### config.mk
export PLATFORM = sky130hd
export DESIGN_NAME = vscale_alu_sched
export DESIGN_NICKNAME = d
export VERILOG_FILES = /design/src/rtl/vscale_alu_sched.sv
export SDC_FILE = /design/constraint.sdc
export NUM_CORES = 1
export LEC_CHECK = 0
export BUFFER_PORTS_ARGS = -buffer_cell sky130_fd_sc_hd__buf_2
export CORE_MARGIN = 2
export CORE_UTILIZATION = 35
export DETAILED_ROUTE_END_ITERATION = 7
export PLACE_DENSITY_LB_ADDON = 0.12
export SYNTH_ARGS = -nofsm -noshare
export SYNTH_HDL_FRONTEND = slang
export SYNTH_SLANG_ARGS = --single-unit
### constraint.sdc
create_clock -name clk -period 4.37 [get_ports clk]
set_input_delay 1.0925 -clock clk [delete_from_list [all_inputs] [get_ports clk]]
set_output_delay 1.0925 -clock clk [all_outputs]
set_load 0.01 [all_outputs]
### src/rtl/vscale_alu_sched.sv
// vscale_alu_sched: round-robin share of one ALU
// between port 0 (pipeline) and port 1 (aux/debug).
//
// Ports:
//   clk, reset_n          clock, async active-low reset
//   reqN_valid/ready      request handshake, N = 0/1
//   reqN_op/in1/in2       ALU op and operands
//   rsp_valid/ready       registered response handshake
//   rsp_data, rsp_id      ALU result and issuing port
//   grant_cnt0/1          saturating accept counters,
//                         present only when
//                         VSCALE_ALU_SCHED_PERF_EN is defined

`ifndef XPR_LEN
`define XPR_LEN 32
`endif
`ifndef SHAMT_WIDTH
`define SHAMT_WIDTH 5
`endif
`ifndef ALU_OP_WIDTH
`define ALU_OP_WIDTH 4
`define ALU_OP_ADD  4'd0
`define ALU_OP_SLL  4'd1
`define ALU_OP_XOR  4'd4
`define ALU_OP_SRL  4'd5
`define ALU_OP_OR   4'd6
`define ALU_OP_AND  4'd7
`define ALU_OP_SEQ  4'd8
`define ALU_OP_SNE  4'd9
`define ALU_OP_SUB  4'd10
`define ALU_OP_SRA  4'd11
`define ALU_OP_SLT  4'd12
`define ALU_OP_SGE  4'd13
`define ALU_OP_SLTU 4'd14
`define ALU_OP_SGEU 4'd15
`endif

module vscale_alu_sched #(
  parameter logic RR_INIT = 1'b1
`ifdef VSCALE_ALU_SCHED_PERF_EN
  ,
  parameter int CNT_WIDTH = 16
`endif
) (
  input  logic                     clk,
  input  logic                     reset_n,
  input  logic                     req0_valid,
  output logic                     req0_ready,
  input  logic [`ALU_OP_WIDTH-1:0] req0_op,
  input  logic [`XPR_LEN-1:0]      req0_in1,
  input  logic [`XPR_LEN-1:0]      req0_in2,
  input  logic                     req1_valid,
  output logic                     req1_ready,
  input  logic [`ALU_OP_WIDTH-1:0] req1_op,
  input  logic [`XPR_LEN-1:0]      req1_in1,
  input  logic [`XPR_LEN-1:0]      req1_in2,
  output logic                     rsp_valid,
  input  logic                     rsp_ready,
  output logic [`XPR_LEN-1:0]      rsp_data,
  output logic                     rsp_id
`ifdef VSCALE_ALU_SCHED_PERF_EN
  ,
  output logic [CNT_WIDTH-1:0]     grant_cnt0,
  output logic [CNT_WIDTH-1:0]     grant_cnt1
`endif
);

  localparam int XL = `XPR_LEN;
  localparam int SW = `SHAMT_WIDTH;

  logic          rsp_valid_q, rsp_valid_d;
  logic [XL-1:0] rsp_data_q, rsp_data_d;
  logic          rsp_id_q, rsp_id_d;
  logic          last_q, last_d;

  logic gnt0, gnt1, slot_free;
  logic acc0, acc1, acc;

  logic [`ALU_OP_WIDTH-1:0] op_s;
  logic [XL-1:0]            in1_s, in2_s;
  logic [SW-1:0]            shamt;
  logic [XL-1:0]            alu_res;

  // A tie goes to the port that did not win last.
  assign gnt0 = req0_valid & (~req1_valid | last_q);
  assign gnt1 = req1_valid & (~req0_valid | ~last_q);

  assign slot_free  = ~rsp_valid_q | rsp_ready;
  assign req0_ready = gnt0 & slot_free;
  assign req1_ready = gnt1 & slot_free;

  assign acc0 = req0_valid & req0_ready;
  assign acc1 = req1_valid & req1_ready;
  assign acc  = acc0 | acc1;

  assign op_s  = gnt1 ? req1_op  : req0_op;
  assign in1_s = gnt1 ? req1_in1 : req0_in1;
  assign in2_s = gnt1 ? req1_in2 : req0_in2;
  assign shamt = in2_s[SW-1:0];

  always_comb begin
    alu_res = '0;
    case (op_s)
      `ALU_OP_ADD:  alu_res = in1_s + in2_s;
      `ALU_OP_SLL:  alu_res = in1_s << shamt;
      `ALU_OP_XOR:  alu_res = in1_s ^ in2_s;
      `ALU_OP_OR:   alu_res = in1_s | in2_s;
      `ALU_OP_AND:  alu_res = in1_s & in2_s;
      `ALU_OP_SRL:  alu_res = in1_s >> shamt;
      `ALU_OP_SEQ:
        alu_res = {{(XL-1){1'b0}}, in1_s == in2_s};
      `ALU_OP_SNE:
        alu_res = {{(XL-1){1'b0}}, in1_s != in2_s};
      `ALU_OP_SUB:  alu_res = in1_s - in2_s;
      `ALU_OP_SRA:
        alu_res = $signed(in1_s) >>> shamt;
      `ALU_OP_SLT:
        alu_res = {{(XL-1){1'b0}},
                   $signed(in1_s) < $signed(in2_s)};
      `ALU_OP_SGE:
        alu_res = {{(XL-1){1'b0}},
                   $signed(in1_s) >= $signed(in2_s)};
      `ALU_OP_SLTU:
        alu_res = {{(XL-1){1'b0}}, in1_s < in2_s};
      `ALU_OP_SGEU:
        alu_res = {{(XL-1){1'b0}}, in1_s >= in2_s};
      default:      alu_res = '0;
    endcase
  end

  // Without an accept, a taken result retires and a
  // stalled one holds; data/id are kept either way.
  always_comb begin
    rsp_valid_d = rsp_valid_q;
    rsp_data_d  = rsp_data_q;
    rsp_id_d    = rsp_id_q;
    last_d      = last_q;
    if (acc) begin
      rsp_valid_d = 1'b1;
      rsp_data_d  = alu_res;
      rsp_id_d    = acc1;
      last_d      = acc1;
    end else if (rsp_ready) begin
      rsp_valid_d = 1'b0;
    end
  end

  always_ff @(posedge clk or negedge reset_n) begin
    if (!reset_n) begin
      rsp_valid_q <= 1'b0;
      rsp_data_q  <= '0;
      rsp_id_q    <= 1'b0;
      last_q      <= RR_INIT;
    end else begin
      rsp_valid_q <= rsp_valid_d;
      rsp_data_q  <= rsp_data_d;
      rsp_id_q    <= rsp_id_d;
      last_q      <= last_d;
    end
  end

  assign rsp_valid = rsp_valid_q;
  assign rsp_data  = rsp_data_q;
  assign rsp_id    = rsp_id_q;

`ifdef VSCALE_ALU_SCHED_PERF_EN
  logic [CNT_WIDTH-1:0] cnt0_q, cnt0_d;
  logic [CNT_WIDTH-1:0] cnt1_q, cnt1_d;

  // Saturate at all-ones rather than wrap.
  always_comb begin
    cnt0_d = cnt0_q;
    cnt1_d = cnt1_q;
    if (acc0 && (cnt0_q != '1)) cnt0_d = cnt0_q + 1'b1;
    if (acc1 && (cnt1_q != '1)) cnt1_d = cnt1_q + 1'b1;
  end

  always_ff @(posedge clk or negedge reset_n) begin
    if (!reset_n) begin
      cnt0_q <= '0;
      cnt1_q <= '0;
    end else begin
      cnt0_q <= cnt0_d;
      cnt1_q <= cnt1_d;
    end
  end

  assign grant_cnt0 = cnt0_q;
  assign grant_cnt1 = cnt1_q;
`endif

endmodule
; ---- Word-level counts from Yosys, hierarchy flattened
; Cells that the tools add are included.
[totals]
word_cells = 53
regBits = 35
in_bits = 141
output_inout_bits = 36
[op_classes]
addsub = 2
n_lt_le_gt_ge = 4
n_eq_ne = 15
mux = 6
shift = 3
n_reduce_logical = 2
bitwise_logic = 17
[op_table]
columns = cell, count
row1 = 32-bit one-hot mux with 14 select lines, 1
row2 = 32-bit >= comparator, 2
row3 = 32-bit less-than comparator, 2
row4 = 32-bit 2-to-1 mux, 2
row5 = 32-bit adder, 1
row6 = 32-bit bitwise AND, 1
row7 = 32-bit == test, 1
row8 = 4-bit == test (second input constant), 8
row9 = 32-bit != test, 1
row10 = 32-bit OR, 1
row11 = 32-bit by 5-bit left shift with 32-bit output, 1
row12 = 32-bit by 5-bit >> shifter with 32-bit output, 1
row13 = 32-bit by 5-bit >>> shifter with 32-bit output, 1
row14 = 32-bit subtractor, 1
row15 = 32-bit bitwise XOR, 1
row16 = 4-bit by 3-bit == test with 1-bit output (second input constant), 4
row17 = 1-bit bitwise AND, 6
row18 = 4-bit by 1-bit == test with 1-bit output (second input constant), 1
row19 = 4-bit logical NOT, 1
row20 = 4-bit 2-to-1 mux, 1
row21 = 1-bit inverter, 4
row22 = 1-bit OR, 4
row23 = 1-bit 2-to-1 mux, 2
row24 = 2-bit nonzero test, 1

; ---- Longest topological paths before layout
; Gate-level depths: netlist (run 1).
[logic_depth]
ltp_word = 7
depth_mapped = 21

; ---- Least setup slack after synthesis (run 1)
; Ideal clock, no wire load.
[synth_timing]
kind = in2reg
start = input req1_valid
end = register rsp_data_q[28], in the netlist rsp_data[28]
arrival_time_ns = 5.013
slack_ns = -0.723
required_time_ns = 4.290
n_path_buf = 7
cell_stages = 21
setup_ns = 0.080
path_cell_list = a21bo_1 > buf_4 > buf_6 > buf_2 > buf_2 > clkbuf_1 > buf_1 > nand2_1 > nand2_1 > ha_1 > buf_2 > a21o_1 > a2111oi_0 > a21bo_2 > a31oi_4 > o21ai_1 > and3_4 > a211o_1 > a2bb2oi_1 > a22oi_1 > a2bb2oi_1
[synth_via]
elab_chain_cells = 6
[synth_lines]
columns = element, line_no
row1 = "start, declared", 52  ; input logic req1_valid,
row2 = branches (longest 6 deep; another with 32-bit subtractor), --
row3 = "end signal, assigned", 156  ; rsp_data_q <= rsp_data_d;
row4 = "end, declared", 72  ; logic [XL-1:0] rsp_data_q, rsp_data_d;
; Several ways; the timed one is not identified.
; A chain may end at the register's enable or synchronous reset.

; ---- Worst setup path in the final report (run 1)
[layout_timing]
start = input req0_valid
end = register rsp_data_q[28], in the netlist rsp_data[28]
[layout_via]
elab_chain_cells = 6
[layout_lines]
columns = element, line_no
row1 = "start, declared", 47  ; input logic req0_valid,
row2 = 1-bit inverter, 86  ; assign gnt1 = req1_valid & (~req0_valid | ~last_q);
row3 = 1-bit OR, 86
row4 = 1-bit bitwise AND, 86
row5 = 32-bit 2-to-1 mux (tied with other cells), 97  ; assign in1_s = gnt1 ? req1_in1 : req0_in1;
row6 = 32-bit subtractor (tied with other cells), 114  ; `ALU_OP_SUB: alu_res = in1_s - in2_s;
row7 = 32-bit one-hot mux with 14 select lines or 1-bit OR (tied branches), "103, 94"
; Several ways; a longest one is shown, not always the timed one.

==> impl_metrics.csv, run 1 <==
group,metric,value,unit
run_status,status,"finished, violations left",
run_status,failed_checks,"negative setup slack",
yosys,yosys-top-cells-count,"334 x nand2_1, 175 x a21oi_1, 170 x mux2i_1, 162 x nor2_1, 113 x o21ai_0",
clock_tree,h-tree-depth,2,
yosys,synthTopCellsByArea,"mux2i_1 14%, nand2_1 10%, ha_1 9.9%",
final_layout,drive_gt1_share,34.10,%
sta,worst_slew_pin_slew,0.8900,ns
yosys,syn_area_per_cell,6.679,um^2
yosys,synth_nets,2079,
yosys,postSynthCellCount,1839,
floorplanning,pin_count,177,
power_and_ir_drop,net-switching-power,0.002754,W
final_layout,area_growth,43.42,%
power_and_ir_drop,ir_drop,166.3,uV
sta,drv_slew,0,
clock_tree,cts_root_buf,"clkbuf_16",
placement,gp_congestion,1.029,
sta,period_share,100.7,%
floorplanning,fp.dieW,191.3,um
floorplanning,core,34540,um^2
detailed_routing,routed.top_layer,"met4",
placement,detailed_place_hpwl,57790,um
global_route,antenna_found_initial,0,
final_layout,fin_util,50.99,%
detailed_routing,wl_met3,5042,um
yosys,synth_cell_type_count,89,
yosys,async_reset_ff_share,100.0,%
critical_path,worstSetupPathType,"in -> reg",
final_layout,diodes,0,
detailed_routing,met2WireLength,31830,um
sta,finalClockSkew,0.006124,ns
yosys,synth_edf_count,0,
power_and_ir_drop,p_leak,8.451,nW
floorplanning,die_y,191.3,um
clock_tree,clkLatencyLatePin,0.31,ns
critical_path,startpoint_type,"primary input",
detailed_routing,wl_met1,30220,um
sta,grt_setup_unrepaired,"yes",
detailed_routing,drt_iter0_drc,1686,
power_and_ir_drop,internal_power,0.002503,W
yosys,yosysMostFrequentCell,"nand2_1",
yosys,ys_ff_latch,35,
detailed_routing,drt_wl_total,71470,um
sta,tns,-0.02932,ns
sta,relSlewSlack,40.45,%
global_route,grt_max_degree,59,
floorplanning,die_area,36610,um^2
yosys,synth_largest_area_cell,"mux2i_1",
global_route,grt_overflow_total,0,
detailed_routing,vias,16470,
global_route,grtUsageTotal,37.95,%
power_and_ir_drop,p_clk_share,7.6,%
placement,port_buffers,176,
final_layout,fin_nets,2579,
yosys,ys.flop_type,"dfrtp_1",
critical_path,worst-path-max-fanout,5,
clock_tree,cts_tree,"built",
clock_tree,cts_sinks,35,
sta,worst_slack,-0.02932,ns
sta,max_freq,227.3,MHz
yosys,ys_seq_area_share,7.141,%
detailed_routing,drtAntennaViolNets,0,
power_and_ir_drop,combPwrFrac,83.4,%
global_route,grt_first_pass_wirelength,102800,um
detailed_routing,via_per_inst,5.892,
clock_tree,cts_buffer_depth,2,
clock_tree,numCtsBuffers,5,
sta,period_needed,4.399,ns
detailed_routing,detail_route.wl_per_cell,25.57,um
critical_path,required,4.60,ns
sta,setup_viol,1,
critical_path,endpoint_kind,"flip-flop",
power_and_ir_drop,switching_share,52.39,%
detailed_routing,drt_pass1_iterations,8,
worst_hold_path,min_path_type,"reg -> reg",
power_and_ir_drop,power_density,298.4,nW/um^2
yosys,syn_area,12280,um^2
power_and_ir_drop,power_frac_seq,9.1,%
critical_path,cp.arrival,4.63,ns
global_route,grt_pass1_vias,15780,
floorplanning,initial_core_util,35.55,%
yosys,synth.top_cell.area_share,13.85,%
detailed_routing,drc,0,
clock_tree,path_clk_slew,0.07,ns
sta,hold_violations,0,
floorplanning,rows,68,
yosys,synth_warnings,0,
run,cap_viol_max_count,0,
==> cells in the final DEF, fill, tap and decap left out, types with 10 or more instances in the layout <==
master,count
a21o_1,16
xnor2_1,22
nand2_2,15
o21ai_0,109
nor2b_1,13
nor2_1,158
ha_1,77
o221ai_1,17
buf_2,174
mux2_2,24
mux2i_4,10
ha_4,11
a22oi_1,13
o211ai_1,25
a21oi_1,163
a221oi_1,20
a31oi_1,22
mux2i_1,163
a211oi_1,38
buf_12,20
o21ai_1,19
nor3_1,28
buf_4,415
nand2_1,320
o22ai_1,13
a21oi_2,13
or3_1,10
dfrtp_1,34
nand3_1,26
inv_1,88
==> worst paths after layout <==
kind                              from           end  slack (ns)  cells after the start
min reg2reg                rsp_data[1]   rsp_data[1]        0.49                      2
max                         req0_valid  rsp_data[28]       -0.03                     18
min                        rsp_data[1]   rsp_data[1]        0.49                      2
max reg2reg                     last_q  rsp_data[28]        0.30                     17
min in group asynchronous      reset_n     rsp_valid        0.81                      1
max in group asynchronous      reset_n  rsp_data[30]        2.81                      2
==> flip-flops by register name (all words and copies together), names as in the netlist <==
name       count
rsp_data      32
last_q         1
rsp_id         1
rsp_valid      1
==> power groups by stage <==
stage | clock [W] | sequential (W) | combinational [W]
finish | 0.000398 | 0.000476 | 0.00438
global route | 0.000414 | 0.000482 | 0.00464
CTS | 0.000400 | 0.000474 | 0.00410
detailed placement | 0 | 0.000478 | 0.00405
global placement | 0 | 0.000478 | 0.00406
floorplan | 0 | 0.000491 | 0.00212
==> worst max-delay path, cell delays in order <==
cell,delay [ns]
buf_8,0.11
a21boi_4,0.14
buf_12,0.15
clkbuf_16,0.15
buf_6,0.09
mux2_4,0.33
buf_6,0.13
fa_2,0.42
a211oi_4,0.33
o311ai_4,0.16
a21bo_2,0.28
a31oi_4,0.20
o21ai_2,0.09
and3_4,0.18
a211o_1,0.33
a2bb2oi_2,0.14
a22oi_2,0.14
a2bb2oi_1,0.16
==> repair_timing <==
item,in CTS,in global routing
pin swaps,2,49
buffers inserted,0,16
hold endpoints to repair,0,0
hold buffers,0,0
setup endpoints to repair,13,19
resized for setup,17,104
cloned,0,2
==> cell type report <==
cell class | instances | area (um^2)
fill | 3629 | 16930
multi-input combinational | 1575 | 11080
tap | 455 | 569.3
clock inverter | 1 | 5.005
sequential | 35 | 877.1
timing repair buffer | 622 | 4572
clock buffer | 7 | 132.6
inverter | 100 | 380.4
==> routing by layer <==
layer  global-route usage [%]  vias up
met1                    49.63     7892
li1                         -     7688
met2                    61.08      741
met4                    18.99        0
met3                    4.920      147
met5                        0        -
==> cells by family (layout without fill, tap and decap cells) <==
kind of cell / after synthesis / after routing / synth area share [%]
simple gates: 648 / 648 / 22.79
compound gates: 597 / 597 / 31.96
buf+inv: 229 / 730 / 8.272
mux: 207 / 207 / 17.92
fa+ha+maj: 99 / 99 / 10.21
flops: 35 / 35 / 7.141
xor+xnor: 24 / 24 / 1.711
==> per-stage QoR <==
step                hold WS [ns]  instances  cell area (um^2)  setup slack (ns)  power, W
floorplan                 0.5162       1839             12580           -0.2447  0.002610
global placement          0.4649       2769             16740           -0.5865  0.004541
detailed placement        0.4744       2769             16740           -0.6150  0.004531
CTS                       0.4876       2777             16950          -0.04205  0.004976
global route              0.5207       2795             17610           -0.1212  0.005535
finish                    0.4881       2795             17610          -0.02932  0.005257
(Power assumes the default switching activity.)
==> run 2: changes to the inputs <==
--- a/config.mk
+++ b/config.mk
@@ -9,7 +9,6 @@
 export CORE_MARGIN = 2
 export CORE_UTILIZATION = 35
 export DETAILED_ROUTE_END_ITERATION = 7
-export PLACE_DENSITY_LB_ADDON = 0.12
 export SYNTH_ARGS = -nofsm -noshare
 export SYNTH_HDL_FRONTEND = slang
 export SYNTH_SLANG_ARGS = --single-unit
==> run 2 against run 1 <==
Against the previous run: the flow now finishes without violations; clock power rose by 22%; die area unchanged; sequential power increased by 0.8%; critical path type unchanged; largest cell class unchanged; largest power group unchanged; highest routed layer is now met5.
==> impl_metrics.csv, run 2 (synthesized netlist as in run 1, its figures left out) <==
group,metric,value,unit
critical_path,startpoint_type,"primary input",
final_layout,layout_commonest_cell,"buf_4",
clock_tree,cts_root_buf,"clkbuf_16",
clock_tree,cts_tree,"built",
detailed_routing,drt_iter0_drc,1683,
floorplanning,pin_count,177,
power_and_ir_drop,p_leak,8.257,nW
power_and_ir_drop,ir_drop,174.3,uV
power_and_ir_drop,p_clk_share,9.4,%
placement,port_buffers,176,
run_status,status,"completed",
critical_path,r2r-end,"rsp_data[25]",
global_route,grt_pass1_vias,15840,
final_layout,drive_gt1_share,31.39,%
sta,hold_violations,0,
sta,period_share,99.31,%
worst_hold_path,min_path_type,"reg -> reg",
global_route,grt_overflow_total,0,
global_route,top_usage_layer,"met2",
final_layout,final_cell_mix,"398 x buf_4, 330 x nand2_1, 174 x buf_2, 167 x a21oi_1, 166 x mux2i_1",
worst_hold_path,hp-start,"rsp_data[1]",
detailed_routing,drtAntennaViolNets,0,
sta,finalClockSkew,0.01624,ns
critical_path,timing.rr.start,"last_q",
power_and_ir_drop,power_frac_seq,9.3,%
sta,relSlewSlack,28.30,%
clock_tree,cts_buffer_depth,2,
detailed_routing,via_per_inst,5.957,
worst_hold_path,whs_path_depth,2,
power_and_ir_drop,power_density,302.9,nW/um^2
critical_path,rrSetupSlack,0.39,ns
floorplanning,core,34540,um^2
clock_tree,path_clk_slew,0.07,ns
sta,setup_viol,0,
clock_tree,h-tree-depth,2,
clock_tree,clkLatencyLatePin,0.32,ns
final_layout,area_growth,38.53,%
detailed_routing,detail_route.wl_per_cell,24.83,um
final_layout,fin_nets,2549,
clock_tree,cts_hold_buf,0,
global_route,grt_use_met2,58.62,%
detailed_routing,drc,0,
sta,period_needed,4.340,ns
global_route,grt_first_pass_wirelength,100100,um
critical_path,required,4.62,ns
power_and_ir_drop,internal_power,0.002481,W
floorplanning,rows,68,
placement,detailed_place_hpwl,56440,um
detailed_routing,drt_wl_total,68640,um
global_route,use_met1,45.57,%
placement,gp_congestion,1.007,
critical_path,reg2reg_depth,13,
floorplanning,initial_core_util,35.55,%
sta,holdWs,0.4782,ns
clock_tree,numCtsBuffers,5,
critical_path,worst-path-max-fanout,7,
final_layout,largest_reg_flops,32,
worst_hold_path,hold_end,"rsp_data[1]",
floorplanning,die_y,191.3,um
global_route,grt_max_degree,59,
global_route,grtUsageMet3,6.481,%
critical_path,cp.arrival,4.59,ns
sta,worst_slew_pin_slew,1.076,ns
detailed_routing,drt_pass1_iterations,6,
critical_path,worstSetupPathType,"in -> reg",
detailed_routing,vias,16470,
run,cap_viol_max_count,0,
final_layout,fillCellCount,3616,
floorplanning,die_area,36610,um^2
global_route,grtUsageTotal,36.69,%
final_layout,diodes,0,
clock_tree,cts_sinks,35,
sta,max_freq,230.4,MHz
critical_path,endpoint_kind,"flip-flop",
floorplanning,fp.dieW,191.3,um
sta,grt_setup_unrepaired,"yes",
sta,drv_slew,0,
power_and_ir_drop,switching_share,51.86,%
power_and_ir_drop,net-switching-power,0.002672,W
power_and_ir_drop,finalPower,0.005153,W
global_route,antenna_found_initial,1,
power_and_ir_drop,combPwrFrac,81.3,%
run 2: cell count changes in the layout (fill, tap and decap cells not counted), moves of 5 or more:
cell and change:
nand2_1 +10, ha_4 -5, ha_2 -6, buf_4 -17, ha_1 +11, nor2_2 -5
buf_12 -6, nand2_2 -9
run 2: per-layer routing:
metal	routed length [um]	vias up
met5	27	-
met2	30310	855
met1	27580	7788
li1	-	7631
met4	5112	4
met3	5614	193
run 2: worst max-delay path by stage:
stage                     startpoint            to  slack [ns]
after floorplan           req1_valid  rsp_data[28]       -0.24
after global placement    req0_valid   rsp_data[0]       -0.30
after detailed placement  req0_valid   rsp_data[0]       -0.38
after CTS                 req0_valid   rsp_data[0]       0.007
after global routing      req1_valid  rsp_data[28]       -0.07
final                     req1_valid  rsp_data[28]        0.03
run 2: power groups by stage:
stage               registers [W]  clock network, W  logic, W
CTS                      0.000476          0.000481   0.00400
global placement         0.000480                 0   0.00396
global route             0.000487          0.000493   0.00446
finish                   0.000480          0.000484   0.00419
floorplan                0.000491                 0   0.00212
detailed placement       0.000481                 0   0.00397
run 2: area by class of cell:
| type | instances | area [um^2] | area share (%) |
|---|---|---|---|
| multi-input combinational | 1575 | 10800 | 63.46 |
| tap | 455 | 569.3 | 3.346 |
| clock inverter | 2 | 35.03 | 0.2059 |
| inverter | 100 | 382.9 | 2.250 |
| timing repair buffer | 592 | 4214 | 24.77 |
| clock buffer | 6 | 138.9 | 0.8163 |
| sequential | 35 | 877.1 | 5.155 |
run 2: repair_timing:
action,4_1_cts,5_1_grt
resized for setup,5,52
buffers inserted,1,10
pin swaps,0,25
setup endpoints to repair,4,19
run 2: worst max-delay path, stage by stage:
cell,delay (ns)
buf_6,0.07
a21boi_4,0.20
buf_12,0.18
buf_6,0.12
mux2i_4,0.22
inv_2,0.07
ha_4,0.17
fa_2,0.39
a211oi_4,0.36
o311ai_4,0.15
a21bo_2,0.27
a31oi_4,0.19
o21ai_2,0.10
and3_4,0.19
a211o_1,0.33
a2bb2oi_2,0.16
a22oi_2,0.17
a2bb2oi_2,0.15
run 2: through the flow:
step / utilization (%) / area, um^2 / TNS [ns] / instances / setup slack, ns
finish: 49.25 / 17010 / 0 / 2765 / 0.02996
global route: 49.25 / 17010 / -0.1731 / 2765 / -0.06508
CTS: 48.36 / 16710 / 0 / 2756 / 0.006930
detailed placement: 47.75 / 16500 / -4.728 / 2747 / -0.3813
global placement: 47.75 / 16500 / -3.439 / 2747 / -0.2995
floorplan: - / 12580 / -1.048 / 1839 / -0.2447
